### config.mk
export PLATFORM = sky130hd
export DESIGN_NAME = riscv_fetch
export DESIGN_NICKNAME = d
export VERILOG_FILES = /design/src/rtl/riscv_fetch.sv
export SDC_FILE = /design/constraint.sdc
export NUM_CORES = 1
export LEC_CHECK = 0
export CORE_AREA = 2 2 147 92
export CTS_BUF_LIST = sky130_fd_sc_hd__clkbuf_4 sky130_fd_sc_hd__clkbuf_8 sky130_fd_sc_hd__clkbuf_16
export CTS_CLUSTER_SIZE = 25
export DETAILED_ROUTE_END_ITERATION = 8
export DIE_AREA = 0 0 149 94
export GPL_ROUTABILITY_DRIVEN = 0
export GPL_TIMING_DRIVEN = 0
export PLACE_DENSITY_LB_ADDON = 0.3
export REMOVE_ABC_BUFFERS = 1
export SYNTH_ARGS = -nofsm -noshare
export SYNTH_HDL_FRONTEND = slang
export SYNTH_SLANG_ARGS = --single-unit
### constraint.sdc
create_clock -name clock -period 10.3 [get_ports clock]
set_clock_uncertainty 0.1 [all_clocks]
set_input_delay 2.06 -clock clock [delete_from_list [all_inputs] [get_ports clock]]
set_output_delay 2.06 -clock clock [all_outputs]
set_load 0.01 [all_outputs]
### src/rtl/riscv_fetch.sv
// Instruction fetch stage: single-outstanding word read, held instruction for decode.
// Optional FETCH_MISALIGN_CHECK_EN: fault on misaligned PC instead of masking pc[1:0].
module riscv_fetch #(
    parameter int unsigned MEM_TIMEOUT = 64,
    parameter logic [31:0] RESET_INSTR = 32'h0000_0013
) (
    input  logic        clock,
    input  logic        reset,
    input  logic        fetch_en,
    input  logic [31:0] pc,
    input  logic        flush,
    output logic        mem_req,
    output logic [31:0] mem_addr,
    input  logic        mem_ready,
    input  logic [31:0] mem_rdata,
    output logic [31:0] instr,
    output logic [31:0] instr_pc,
    output logic        instr_valid,
    input  logic        instr_ready,
    output logic [4:0]  rs1_index,
    output logic [4:0]  rs2_index,
    output logic        fetch_fault,
    output logic        fetch_misaligned
);

    typedef enum logic [1:0] {IDLE, BUSY, HOLD, FAULT} state_t;

    localparam bit          TIMEOUT_EN   = (MEM_TIMEOUT != 0);
    localparam logic [31:0] TIMEOUT_LAST = 32'(MEM_TIMEOUT - 1);

    state_t      state_reg;
    logic        mem_req_reg;
    logic [31:0] mem_addr_reg;
    logic [31:0] instr_reg;
    logic [31:0] instr_pc_reg;
    logic        instr_valid_reg;
    logic        fault_reg;
    logic [31:0] count_reg;
    logic        discard_reg;
    logic [31:0] pc_word;

    assign pc_word = {pc[31:2], 2'b00};

`ifdef FETCH_MISALIGN_CHECK_EN
    logic misaligned_reg;
    assign fetch_misaligned = misaligned_reg;
`else
    assign fetch_misaligned = 1'b0;
`endif

    always_ff @(posedge clock or posedge reset) begin
        if (reset) begin
            state_reg       <= IDLE;
            mem_req_reg     <= 1'b0;
            mem_addr_reg    <= 32'h0;
            instr_reg       <= RESET_INSTR;
            instr_pc_reg    <= 32'h0;
            instr_valid_reg <= 1'b0;
            fault_reg       <= 1'b0;
            count_reg       <= 32'h0;
            discard_reg     <= 1'b0;
`ifdef FETCH_MISALIGN_CHECK_EN
            misaligned_reg  <= 1'b0;
`endif
        end else begin
            case (state_reg)
                IDLE: begin
                    if (fetch_en && !flush) begin
`ifdef FETCH_MISALIGN_CHECK_EN
                        if (pc[1:0] != 2'b00) begin
                            instr_pc_reg   <= pc;
                            fault_reg      <= 1'b1;
                            misaligned_reg <= 1'b1;
                            state_reg      <= FAULT;
                        end else
`endif
                        begin
                            state_reg    <= BUSY;
                            mem_req_reg  <= 1'b1;
                            mem_addr_reg <= pc_word;
                            instr_pc_reg <= pc_word;
                            count_reg    <= 32'h0;
                        end
                    end
                end
                BUSY: begin
                    if (mem_ready) begin
                        mem_req_reg <= 1'b0;
                        discard_reg <= 1'b0;
                        // A flush seen now or earlier in this transaction kills the data
                        if (discard_reg || flush) begin
                            state_reg <= IDLE;
                        end else begin
                            instr_reg       <= mem_rdata;
                            instr_valid_reg <= 1'b1;
                            state_reg       <= HOLD;
                        end
                    end else begin
                        if (flush) begin
                            discard_reg <= 1'b1;
                        end
                        if (count_reg != 32'hFFFF_FFFF) begin
                            count_reg <= count_reg + 32'd1;
                        end
                        if (TIMEOUT_EN && (count_reg == TIMEOUT_LAST)) begin
                            mem_req_reg <= 1'b0;
                            fault_reg   <= 1'b1;
                            discard_reg <= 1'b0;
                            state_reg   <= FAULT;
                        end
                    end
                end
                HOLD: begin
                    if (flush) begin
                        instr_valid_reg <= 1'b0;
                        instr_reg       <= RESET_INSTR;
                        state_reg       <= IDLE;
                    end else if (instr_ready) begin
                        instr_valid_reg <= 1'b0;
                        state_reg       <= IDLE;
                    end
                end
                FAULT: begin
                    if (flush) begin
                        fault_reg <= 1'b0;
`ifdef FETCH_MISALIGN_CHECK_EN
                        misaligned_reg <= 1'b0;
`endif
                        state_reg <= IDLE;
                    end
                end
                default: state_reg <= IDLE;
            endcase
        end
    end

    assign mem_req     = mem_req_reg;
    assign mem_addr    = mem_addr_reg;
    assign instr       = instr_reg;
    assign instr_pc    = instr_pc_reg;
    assign instr_valid = instr_valid_reg;
    assign fetch_fault = fault_reg;

    // Register-file index fields come straight off the held word
    genvar gi;
    generate
        for (gi = 0; gi < 5; gi++) begin : g_rs_index
            assign rs1_index[gi] = instr_reg[15 + gi];
            assign rs2_index[gi] = instr_reg[20 + gi];
        end
    endgenerate

endmodule
After elaboration in Yosys (flattened, before gate mapping). Index checks and enable logic that the tools add are counted.

Input bits: 70. Register bits after elaboration: 100. Word-level logic and storage cells: 72. Output and inout port bits: 110.

Multiplexer cells: 32. Reduce and logical (&&, ||, !) cells: 16. Eq/ne operators: 15. Add/subtract/negate cells: 1.

Operators by type and width (number): two-way mux 32 bit (6); case mux 32 bit (2 select lines) (2); adder 32 x 1 -> 32 bit, second input constant (1); equality test 32 x 6 -> 1 bit, second input constant (1); != test 32 bit, second input constant (1); AND reduction 4 bit (5); != test 2 bit, second input constant (8); two-way mux 2 bit (7); two-way mux 1 bit (13); case mux 2 bit (4 select lines) (1); != test 3 bit, second input constant (2); case mux 1 bit (2 select lines) (3); nonzero test 2 bit (3); equality test 2 bit, second input constant (2); AND reduction 2 bit (2); AND reduction 3 bit (1); nonzero test 3 bit (1); equality test 2 x 1 -> 1 bit, second input constant (1); logical NOT 2 bit (1); logical AND 1 bit (1); logical NOT 1 bit (1); logical OR 1 bit (1).

Longest topological paths before layout.
Word-level depth: 4. Mapped depth: 8. Depth with buffers taken out: 6.

Worst setup path before layout. No wires, ideal clock.

Path type: in2reg. Start point: in flush. End point: reg mem_addr_reg[10] (netlist: mem_addr[10]). Arrival: 3.457 ns. Setup slack: 6.618 ns. Cell stages on the path: 5. Setup time: 0.125 ns. Buffers on the path: 3. Required time: 10.075 ns. Cells stage by stage: clkbuf_1 nor4b_2 buf_4 buf_2 mux2_2.

Word-level cells in the longest chain between the ends: 3.

RTL lines: start: declaration (RTL line 11) `input logic flush,`; logical NOT 1 bit (RTL line 68) `if (fetch_en && !flush) begin`; logical AND 1 bit (RTL line 68); AND reduction 2 bit (no line); end signal: assignment (RTL line 80) `mem_addr_reg <= pc_word;`; end: declaration (RTL line 33) `logic [31:0] mem_addr_reg;`.

Every way passes these cells. A chain may end at the register's enable or synchronous reset.

Final worst setup path.
Start point: in mem_ready. End point: reg count_reg[20].

Word-level cells in the longest chain between the ends: 2.

RTL lines: start: declaration (RTL line 14) `input logic mem_ready,`; != test 2 bit (no line); AND reduction 4 bit (no line); end signal: assignment (RTL line 103) `count_reg <= count_reg + 32'd1;`; end: declaration (RTL line 38) `logic [31:0] count_reg;`.

Every way passes these cells.

==> run_results.csv <==
group,metric,value,unit
power,p_seq_share,38.8,%
finish,syn2layout_area_growth,37.1,%
sta,slew_headroom,22.1,%
clocking,cts_setup_buffers,0,
logic_synthesis,ys.flop_type,"dfrtp_1",
clocking,clk_pin_slew,80,ps
critical_path,max_stage_delay,950,ps
place,io_buffers,172,
power,leakagePower,0.00297,uW
sta,grt_setup_unrepaired,"no",
logic_synthesis,ys_seq_area_share,49.5,%
floorplanning,io-pin-count,180,
floorplanning,dieArea,14000,sq um
clocking,cts_root_buf,"clkbuf_16",
clocking,h-tree-depth,3,
logic_synthesis,syn_area_per_cell,11.1,sq um
grt,grt_util_all_layers,20.4,%
power,total_power,1570,uW
floorplanning,start_util,40.2,%
floorplanning,die_h,94,um
finish,drive_gt1_share,13.4,%
sta,tns,0,ps
finish,fin_cells,754,
power,ir_drop,0.121,mV
critical_path,critical_path_arrival,4580,ps
clocking,clk_latency,350,ps
floorplanning,core,12600,sq um
finish,finalNetCount,650,
sta,hold_viol,0,
sta,min_period,4440,ps
grt,grt_pass1_vias,4222,
critical_path,path_cells,"clkdlybuf4s50_1 -> nor2_2 -> nand2_1 -> o41ai_1",
sta,fin_crit_sh,43.1,%
place,dp_hpwl,10.1,mm
sta,setup_viol,0,
grt,grt_max_degree,53,
clocking,hold_buffers,0,
detailed_routing,routed_wl,14.0,mm
logic_synthesis,synth.top_cell.area_share,48.0,%
detailed_routing,drt_iter0_drc,306,
sta,clock.fmax,225,MHz
clocking,cts_tree,"done",
detailed_routing,drt-vias-per-instance,5.65,
logic_synthesis,ys_ff_latch,100,
clocking,ctsLongestPathBuffers,2,
power,switching_power,503,uW
min_path,hp-class,"flip-flop to flip-flop",
sta,slew_viol_final,0,
sta,tightest_slew,1170,ps
critical_path,crit_path_end_kind,"flip-flop",
grt,antenna_found_initial,0,
finish,antenna_cells,0,
power,p_comb_share,40.1,%
detailed_routing,first_pass_iters,4,
power,power_density,227,nW/um^2
grt,grt_pass1_wl,22.3,mm
critical_path,crit_slowest_cell,"nor2_2",
detailed_routing,vias,4258,
logic_synthesis,synth_edf_count,0,
outcome,status,"completed",
power,clkPwrFrac,21.2,%
logic_synthesis,syn_area,5060,sq um
detailed_routing,routedWlPerCell,18.6,um
power,swShare,32.0,%
clocking,cts_buffers,9,
critical_path,crit_path_start_kind,"input port",
run,cap_viol_max_count,0,
logic_synthesis,synth.distinct_cells,57,
logic_synthesis,synthesis.instances,457,
place,post-place-ws,5500,ps
finish,multi_input_area,2070,sq um
power,internal-power,1070,uW
detailed_routing,drtAntennaViolNets,0,
logic_synthesis,yosysWarningCount,0,
clocking,cts_resized,0,
floorplanning,die_w,149,um
place,dp_cells,738,
logic_synthesis,synth_top_area_cell,"dfrtp_1",
sta,finalWorstSetupSlack,5860,ps
finish,fillers,1114,
floorplanning,rows,32,
critical_path,required,10440,ps
critical_path,crit_type,"input port to flip-flop",
sta,hold_slack,387,ps
logic_synthesis,synthArstFlopShare,100,%
critical_path,worst-path-max-fanout,26,
detailed_routing,drc,0,
clocking,clock_sinks,100,
logic_synthesis,synth.area.top_cells,"dfrtp_1 (48%), buf_4 (7.0%), mux2_2 (6.7%), a22o_1 (5.0%), nand3_1 (2.4%)",
finish,ff_latch_area,2510,sq um
grt,grt_overflow_total,0,
area by class of cell:
| class | count | share of cell area (%) |
|---|---|---|
| multi-input cells | 282 | 29.9 |
| repair buffers | 179 | 26.4 |
| flip-flops and latches | 100 | 36.1 |
| well taps | 170 | 3.07 |
| inverters | 7 | 0.415 |
| clock inverters | 6 | 0.812 |
| clock buffers | 10 | 3.35 |
placed cells by master, fill, tap and decap left out, types with 8 or more instances in the layout:
master             n
o31ai_1           16
a22o_1            29
o21ai_0           14
dfrtp_1           97
nor2_1            11
clkdlybuf4s50_1  172
nand2_1           26
mux2_2            30
clkbuf_16          9
a21oi_1            9
nand3_1           24
nand4_1            8
a211o_1            8
nor4_1            15
power groups by stage:
stage | clock [uW] | combinational, uW | sequential [uW]
after floorplan | 0 | 155 | 676
after global placement | 0 | 622 | 608
after detailed placement | 0 | 635 | 611
after CTS | 340 | 638 | 610
after global routing | 355 | 669 | 627
final | 333 | 630 | 610
per-stage QoR:
stage / util [%] / cell area, sq um
floorplan: - / 4590
global placement: 51.9 / 6520
detailed placement: 52.9 / 6650
CTS: 55.2 / 6940
global route: 55.2 / 6940
finish: 55.2 / 6940
worst max-delay path, delay by kind of cell:
family                 cells  cell delay, ps
AO/OA/AOI/OAI              1             440
AND/OR/NAND/NOR            2            1530
buffers and inverters      1             540
metal layers:
layer / vias to the layer above / global-route usage, % / part of all wire, % / wire (um)
met5: - / 0 / 0 / 0
met4: 0 / 5.16 / 1.3 / 181
met3: 17 / 6.17 / 8.3 / 1160
met2: 185 / 31.5 / 46 / 6480
met1: 2136 / 28.2 / 44 / 6230
li1: 1920 / - / - / -
synthesized netlist by cell type, types with 2 or more instances:
cell,instances
dfstp_2,3
and3_1,3
a31oi_1,4
a21o_1,4
and2_1,3
nor3_1,6
nor2_1,11
a41oi_1,2
nand3_1,24
mux2_2,30
nand3b_1,2
nor4_4,3
o22ai_1,5
o31ai_1,16
buf_4,47
nor2_4,3
o21bai_1,2
inv_1,6
and4_1,3
o22a_1,3
o211a_1,5
o21ai_0,14
clkbuf_1,9
nand4_4,2
buf_2,14
o21ai_1,7
dfrtp_1,97
or4_1,2
nand2b_1,3
nand4_1,8
nor4_1,15
nor2b_1,3
nand2_1,26
nor2_2,2
mux2i_1,2
or3_1,2
a21oi_1,10
nand4_2,2
a22o_1,29
a211o_1,8
final timing paths:
check	from	to	slack (ps)	depth (start not counted)
hold / removal	instr_valid	instr_valid	390	2
hold reg to reg	instr_valid	instr_valid	390	2
max in group asynchronous	reset	count_reg[27]	7370	3
setup reg to reg	state_reg[1]	count_reg[20]	6930	4
setup / recovery	mem_ready	count_reg[20]	5860	4
min in group asynchronous	reset	instr[27]	2040	2
kinds of logic (layout without fill, tap and decap cells):
logic type	Yosys count	after routing	share of synthesized area, %
AOI/OAI and AO/OA	117	117	17.1
adders and majority gates	1	1	0.247
muxes	32	32	7.07
buffers and inverters	79	202	10.2
and+or+nand+nor	127	127	15.8
other	1	5	0.0741
DFF	100	100	49.5
Note: power is estimated with default switching activity, not from simulation.
==> variant (config.mk and constraints unchanged) <==
Encoding of `state_t`: now one-hot (4 bits for 4 states).
--- a/src/rtl/riscv_fetch.sv
+++ b/src/rtl/riscv_fetch.sv
@@ -25,3 +25,3 @@
 
-    typedef enum logic [1:0] {IDLE, BUSY, HOLD, FAULT} state_t;
+    typedef enum logic [3:0] {IDLE = 4'b0001, BUSY = 4'b0010, HOLD = 4'b0100, FAULT = 4'b1000} state_t;
 
Check against the original RTL: no difference found for any inputs over 4 cycles, from zero or initial values and one cycle with reset high; so few cycles prove little.
==> variant against the original RTL <==
Via count is 0.99% lower; power is 3.2% higher; sequential power hardly changed; first-iteration DRC count shrank 0.98%; setup slack better by 0.20 ns; cell count up 2.9%; worst hold slack worse by 0.025 ns; synthesized area decreased by 1.2%; sequential cell count up 2; global-route usage fell by 0.87 points; cell area fell by 0.61%; wire length down 3.5%; critical endpoint is now mem_addr[19].
==> variant: results <==
set metrics [dict create \
    status "finished clean" \
    stdcell_count 776 \
    clk_latency_ns 0.34 \
    worstHoldEndpoint "instr[4]" \
    ys_async_sr_fraction 1.000 \
    max_stage_delay_ns 0.79 \
    nFillCells 1106 \
    antenna_found_initial 0 \
    grt_pass1_vias 4192 \
    hold_path.startpoint "instr[4]" \
    dr.pass1.iters 4 \
    p_leak_nw 2.840 \
    synth-compound-area-share 0.1352 \
    dp_slack_ns 5.717 \
    critPathLaunch "flush" \
    crit_end "mem_addr[19]" \
    vias 4216 \
    setup_viol 0 \
    clk_pin_slew_ns 0.07 \
    synthMuxAreaShare 0.06760 \
    hold_ws_ns 0.3620 \
    min_path_cells 2 \
    vdd_drop_max_uv 160.6 \
    ff2ff_setup_slack_ns 6.66 \
    portBuffers 172 \
    ys_types 53 \
    grt_pass1_wl_um 21740 \
    slowest_stage "nand2_1" \
    finalNetCount 672 \
    reg2reg_to "count_reg[31]" \
    dpl-instance-area_sq_um 6585 \
    synthTopCellsByCount "dfrtp_1, buf_4, nand3_1" \
    path_max_fanout 32 \
    avgSynthCellArea_sq_um 10.37 \
    yosysSeqAreaShare 0.5118 \
    hpwl_um 9753 \
    grt_max_degree 71 \
    arrival_ns 4.36 \
    synthTopCellsByArea "dfrtp_1, buf_4, mux2_2, a22o_1, nand3_1" \
    drive_gt1_frac 0.1073 \
    drtIter0Drc 303 \
    clock.fmax_ghz 0.2360 \
    synthAdderAreaFrac 0.002504 \
    grt_usage 0.1955 \
    place_inst 760 \
    synth_xor_area_frac 0.005258 \
    drt_wl_total_um 13550 \
    clockRootBuffer "clkbuf_16" \
    relSlewSlack 0.08431 \
    r2r_start "state_reg[3]" \
]
-- variant: worst register-to-register path: stages, from the launching register on --
cell and delay (ns):
dfrtp_1 0.48, nor4b_1 1.17, nand2b_1 0.96, or4_1 0.76
nand3_1 0.10
-- variant: area by class of cell --
type / count / area [sq um] / share of cell area
timing repair buffer: 175 / 1792 / 0.2599
tap: 170 / 212.7 / 0.03085
clock buffer: 10 / 232.7 / 0.03376
inverter: 10 / 40.04 / 0.005808
multi-input combinational: 303 / 1983 / 0.2877
sequential: 102 / 2557 / 0.3710
clock inverter: 6 / 76.32 / 0.01107
-- variant: power breakdown --
group          internal (mW)  switching [mW]  total [mW]
combinational          0.411           0.253       0.664
sequential             0.516          0.0918       0.608
clock                  0.196           0.155       0.351
total                   1.12           0.500        1.62
-- variant: routing by layer --
metal	track usage	share of wire
met1	0.2735	0.44
met2	0.3041	0.47
met3	0.04854	0.076
met4	0.05079	0.012
met5	0	0
